<file path="src/rtl/cpu_seq.sv">
// cpu_seq: multi-cycle fetch/decode/execute/writeback sequencer for the 4-bit CPU.
// Define CPU_SEQ_SINGLE_STEP_EN to add the step port and the PAUSE state.
module cpu_seq #(
  parameter int ADDR_W      = 4,
  parameter int EXEC_CYCLES = 2
) (
  input  logic              clk,
  input  logic              rst_n,
  input  logic              start,
`ifdef CPU_SEQ_SINGLE_STEP_EN
  input  logic              step,
`endif
  output logic              imem_req,
  output logic [ADDR_W-1:0] IMEM_ADDR,
  input  logic              imem_ack,
  input  logic [8:0]        IMEM_DATA,
  output logic [8:0]        INS,
  input  logic              dec_write_en,
  output logic              rf_we,
  output logic              busy,
  output logic              halted
);

  localparam int CNT_W = (EXEC_CYCLES > 1) ? $clog2(EXEC_CYCLES) : 1;

  typedef enum logic [2:0] {
    IDLE,
    FETCH,
    DECODE,
    EXECUTE,
    WRITEBACK,
    HALT
`ifdef CPU_SEQ_SINGLE_STEP_EN
    , PAUSE
`endif
  } state_t;

  state_t             state;
  state_t             state_nxt;
  logic [ADDR_W-1:0]  pc;
  logic [8:0]         ins;
  logic [CNT_W-1:0]   cnt;

  always_ff @(posedge clk or negedge rst_n) begin
    if (!rst_n) state <= IDLE;
    else        state <= state_nxt;
  end

  // Datapath registers advance according to the state being left.
  always_ff @(posedge clk or negedge rst_n) begin
    if (!rst_n) begin
      pc  <= '0;
      ins <= '0;
      cnt <= '0;
    end else begin
      case (state)
        FETCH:     if (imem_ack) ins <= IMEM_DATA;
        DECODE: begin
          if (!ins[8])      cnt <= CNT_W'(EXEC_CYCLES - 1);
          else if (!ins[7]) pc  <= ins[ADDR_W-1:0];
        end
        EXECUTE:   if (cnt != '0) cnt <= cnt - CNT_W'(1);
        WRITEBACK: pc <= pc + ADDR_W'(1);
        HALT:      if (start) pc <= '0;
        default:   ;
      endcase
    end
  end

  always_comb begin
    state_nxt = state;
    case (state)
      IDLE:      if (start) state_nxt = FETCH;
      FETCH:     if (imem_ack) state_nxt = DECODE;
      DECODE: begin
        if (!ins[8])      state_nxt = EXECUTE;
`ifdef CPU_SEQ_SINGLE_STEP_EN
        else if (!ins[7]) state_nxt = PAUSE;
`else
        else if (!ins[7]) state_nxt = FETCH;
`endif
        else              state_nxt = HALT;
      end
      EXECUTE:   if (cnt == '0) state_nxt = WRITEBACK;
`ifdef CPU_SEQ_SINGLE_STEP_EN
      WRITEBACK: state_nxt = PAUSE;
      PAUSE:     if (step) state_nxt = FETCH;
`else
      WRITEBACK: state_nxt = FETCH;
`endif
      HALT:      if (start) state_nxt = FETCH;
      default:   state_nxt = IDLE;
    endcase
  end

  always_comb begin
    imem_req = (state == FETCH);
    rf_we    = (state == WRITEBACK) && dec_write_en;
    halted   = (state == HALT);
    busy     = (state == FETCH) || (state == DECODE) ||
               (state == EXECUTE) || (state == WRITEBACK);
`ifdef CPU_SEQ_SINGLE_STEP_EN
    if (state == PAUSE) busy = 1'b1;
`endif
  end

  assign IMEM_ADDR = pc;
  assign INS       = ins;

endmodule
</file>
<file path="config.mk">
export PLATFORM = sky130hd
export DESIGN_NAME = cpu_seq
export DESIGN_NICKNAME = d
export VERILOG_FILES = /design/src/rtl/cpu_seq.sv
export SDC_FILE = /design/constraint.sdc
export NUM_CORES = 1
export LEC_CHECK = 0
export ABC_AREA = 1
export CORE_MARGIN = 1.5
export CORE_UTILIZATION = 48
export CTS_CLUSTER_DIAMETER = 30
export DETAILED_ROUTE_END_ITERATION = 8
export PLACE_DENSITY = 0.79
export SLEW_MARGIN = 5
export SYNTH_ARGS = -nofsm -noshare
export SYNTH_HDL_FRONTEND = slang
export SYNTH_SLANG_ARGS = --single-unit
</file>
<file path="constraint.sdc">
create_clock -name clk -period 2.41 [get_ports clk]
set_input_delay 0.241 -clock clk [delete_from_list [all_inputs] [get_ports clk]]
set_output_delay 0.241 -clock clk [all_outputs]
set_load 0.03 [all_outputs]
</file>
==> out/summary.log <==
INFO  routing        routed_wire_length_per_instance=11.3um
INFO  clocking       clk_latency=0.28ns
INFO  logic_synthesis netlist_area_before_placement=930um^2
INFO  grt            vias_in_the_first_global_route=771
INFO  routing        drt_wl_total=2090um
INFO  grt            grt_antenna_before_repair=0
INFO  sta            fmax=482MHz
INFO  clocking       cts.root.buffer_cell=sky130_fd_sc_hd__clkbuf_4
INFO  worst_setup_path critPathCaptureType=output port
INFO  logic_synthesis synth.top_cells.by_area=sky130_fd_sc_hd__dfrtp_1 (46%), sky130_fd_sc_hd__nand2_1 (22%), sky130_fd_sc_hd__nand3_1 (8.6%)
INFO  logic_synthesis synth_cells=129
INFO  worst_setup_path worstPathCellList=inv_1 -> nand2_2 -> nor2_1 -> clkdlybuf4s50_1
INFO  logic_synthesis synth_largest_type_area_fraction=0.458
INFO  clocking       clock_tree.htree_level_count=1
INFO  worst_setup_path buffer_and_inverter_count_on_the_worst_path=2
INFO  worst_setup_path ff2ff_path_depth=8
INFO  worst_setup_path worst-path-max-fanout=9
INFO  routing        final_antenna_net_count=0
INFO  die            fp.dieW=47.0um
INFO  clocking       cts_post_setup_buffers_inserted=0
INFO  layout         area_growth_syn_to_layout=36.6%
INFO  sta            setup_viol_count_final=0
INFO  routing        drt_pass1_iterations=4
INFO  clocking       number_of_buffers_added_by_the_clock_tree_synthesis_step=3
INFO  routing        remaining_drc_errors=0
INFO  grt            grt_max_degree=18
INFO  placement      dp.final_hpwl=1610um
INFO  placement      port_buffers=30
INFO  logic_synthesis synth_cell_types=16
INFO  worst_setup_path critical_path.slowest_cell=sky130_fd_sc_hd__clkdlybuf4s50_1
INFO  worst_setup_path worstSetupPathDepth=4
INFO  sta            final.min_clock_period=2.07ns
INFO  layout         antenna_cells=0
INFO  sta            final_min_period_over_clock_period=0.861
INFO  layout         final_layout_size_suffix_gt1_frac=0.0563
INFO  clocking       clock_tree.buffer_depth=2
INFO  sta            fin_tns_setup=0ns
INFO  power          total_power=1810uW
INFO  worst_setup_path max_stage_delay=0.68ns
INFO  sta            grt_setup_unrepaired=no
INFO  die            floorplan.die.height=47.0um
INFO  clocking       post_cts_resized=0
INFO  layout         layoutNonFillerInstCount=185
INFO  power          leakagePower=0.000677uW
INFO  layout         layout.nets=176
INFO  grt            grt_pass1_wl=3330um
INFO  placement      gp_congestion=0.891
INFO  logic_synthesis netlist.top_cell.by_area=sky130_fd_sc_hd__dfrtp_1
INFO  logic_synthesis syn-mean-instance-area=7.21um^2
INFO  status         outcome=finished, final reports clean
INFO  clocking       cts_sinks=17
INFO  min_path       worst_hold_path_type=input pin to asynchronous set/reset pin
INFO  worst_setup_path critical_path_type=register to output port
INFO  logic_synthesis ys_seq_elements=17
INFO  clocking       holdBufCountCts=0
INFO  sta            worst_pin_slew=0.768ns
INFO  grt            globalRoute.totalOverflow=0
INFO  die            placement_rows=15
INFO  worst_setup_path critPathArrivalTime=1.83ns
INFO  sta            finClkSkew=0.00416ns
INFO  run            max-cap-violations=0
INFO  die            initial_core_util=0.527
INFO  routing        drtIter0Drc=18
INFO  logic_synthesis synth_sequential_area_ratio=0.458
INFO  worst_setup_path crit_family=buffers and inverters
INFO  worst_setup_path worstPathRequired=2.17ns
INFO  die            placeable_area=0.00176mm^2
INFO  power          vdd.ir_drop.worst=0.000875V
INFO  grt            groute.usage.overall=0.215
INFO  die            ioPinCount=31
INFO  sta            final-hold-violation-count=0
INFO  clocking       clk_transition_reported_paths=0.10ns
INFO  clocking       tritoncts=yes
INFO  die            die_area=0.00221mm^2
INFO  worst_setup_path timing.critical_path.from_type=register
INFO  placement      place_inst=181
INFO  logic_synthesis postSynthNetCount=144
INFO  logic_synthesis ys_warn_count=0
INFO  power          power_density=1420mW/mm^2
INFO  sta            timing.slew.headroom=0.487
INFO  sta            timing_max_transition_violations_final=0
INFO  routing        vias_after_detailed_routing=917
INFO  routing        vias_per_cell=4.96
metal layers:
layer  vias up  wire length, um  GRT usage
met1       418              940      0.284
met4         0               10     0.0667
met2        29             1030      0.364
met5         -                0          0
met3         2              108     0.0308
li1        468                -          -
sequential cells by signal (all words and copies together) (netlist names):
name       count
state          3
IMEM_ADDR      4
INS            9
cnt            1
layout make-up:
class | count | area [um^2]
tap | 25 | 31.3
sequential | 17 | 425
clock buffer | 4 | 26.3
inverter | 9 | 33.8
fill | 151 | 494
multi-input combinational | 99 | 440
timing repair buffer | 31 | 313
through the flow:
step / setup WS, ns / util / cell area (um^2) / hold slack [ns]
5_1_grt: 0.198 / 0.720 / 1270 / 0.455
3_3_place_gp: 0.432 / 0.701 / 1240 / 0.462
2_1_floorplan: 0.810 / - / 930 / -0.0546
6_report: 0.336 / 0.720 / 1270 / 0.396
3_5_place_dp: 0.333 / 0.701 / 1240 / 0.466
4_1_cts: 0.00168 / 0.716 / 1260 / 0.428
synthesized netlist by cell type:
| master | number |
|---|---|
| sky130_fd_sc_hd__nand2_1 | 55 |
| sky130_fd_sc_hd__buf_2 | 1 |
| sky130_fd_sc_hd__inv_1 | 9 |
| sky130_fd_sc_hd__ha_1 | 1 |
| sky130_fd_sc_hd__nand3_1 | 16 |
| sky130_fd_sc_hd__nor2_2 | 1 |
| sky130_fd_sc_hd__xor2_1 | 1 |
| sky130_fd_sc_hd__nor2_1 | 12 |
| sky130_fd_sc_hd__dfrtp_1 | 17 |
| sky130_fd_sc_hd__o21ai_0 | 4 |
| sky130_fd_sc_hd__clkbuf_2 | 1 |
| sky130_fd_sc_hd__nand4_1 | 4 |
| sky130_fd_sc_hd__a21oi_1 | 2 |
| sky130_fd_sc_hd__nand2_4 | 1 |
| sky130_fd_sc_hd__nand2_2 | 2 |
| sky130_fd_sc_hd__buf_6 | 2 |
layout by cell type (no fill, tap or decap), types with 2 or more instances in the layout:
cell | Yosys | layout
sky130_fd_sc_hd__clkbuf_4 | 0 | 3
sky130_fd_sc_hd__nand4_1 | 4 | 4
sky130_fd_sc_hd__clkdlybuf4s50_1 | 0 | 28
sky130_fd_sc_hd__dlymetal6s2s_1 | 0 | 2
sky130_fd_sc_hd__nor2_1 | 12 | 11
sky130_fd_sc_hd__a21oi_1 | 2 | 2
sky130_fd_sc_hd__nand3_1 | 16 | 16
sky130_fd_sc_hd__o21ai_0 | 4 | 4
sky130_fd_sc_hd__inv_1 | 9 | 9
sky130_fd_sc_hd__nand2_2 | 2 | 2
sky130_fd_sc_hd__nand2_1 | 55 | 55
sky130_fd_sc_hd__nor2_2 | 1 | 2
sky130_fd_sc_hd__dfrtp_1 | 17 | 17
cell families (layout without fill, tap and decap cells):
group | Yosys count | after routing | synth area share
compound gates | 6 | 6 | 0.0323
xor+xnor | 1 | 1 | 0.00942
fa+ha+maj | 1 | 1 | 0.0135
buf+inv | 13 | 44 | 0.0713
flops | 17 | 17 | 0.458
simple gates | 91 | 91 | 0.416
worst paths after layout:
path / slack (ns) / start / endpoint
max: 0.34 / state[1]$_DFFE_PN0P_ / halted
min: 0.40 / rst_n / cnt$_DFFE_PN0P_
max reg2reg: 0.98 / state[2]$_DFFE_PN0P_ / state[2]$_DFFE_PN0P_
min reg2reg: 0.49 / INS[4]$_DFFE_PN0P_ / INS[4]$_DFFE_PN0P_
max in group asynchronous: 1.53 / rst_n / INS[1]$_DFFE_PN0P_
min in group clk: 0.49 / INS[4]$_DFFE_PN0P_ / INS[4]$_DFFE_PN0P_
power by group:
group,leakage (uW),internal (uW),switching [uW]
logic,0.000448,423,679
clock network,0.0000150,64.2,85.5
registers,0.000213,416,141
No activity file was read; power rests on OpenSTA's default activity.
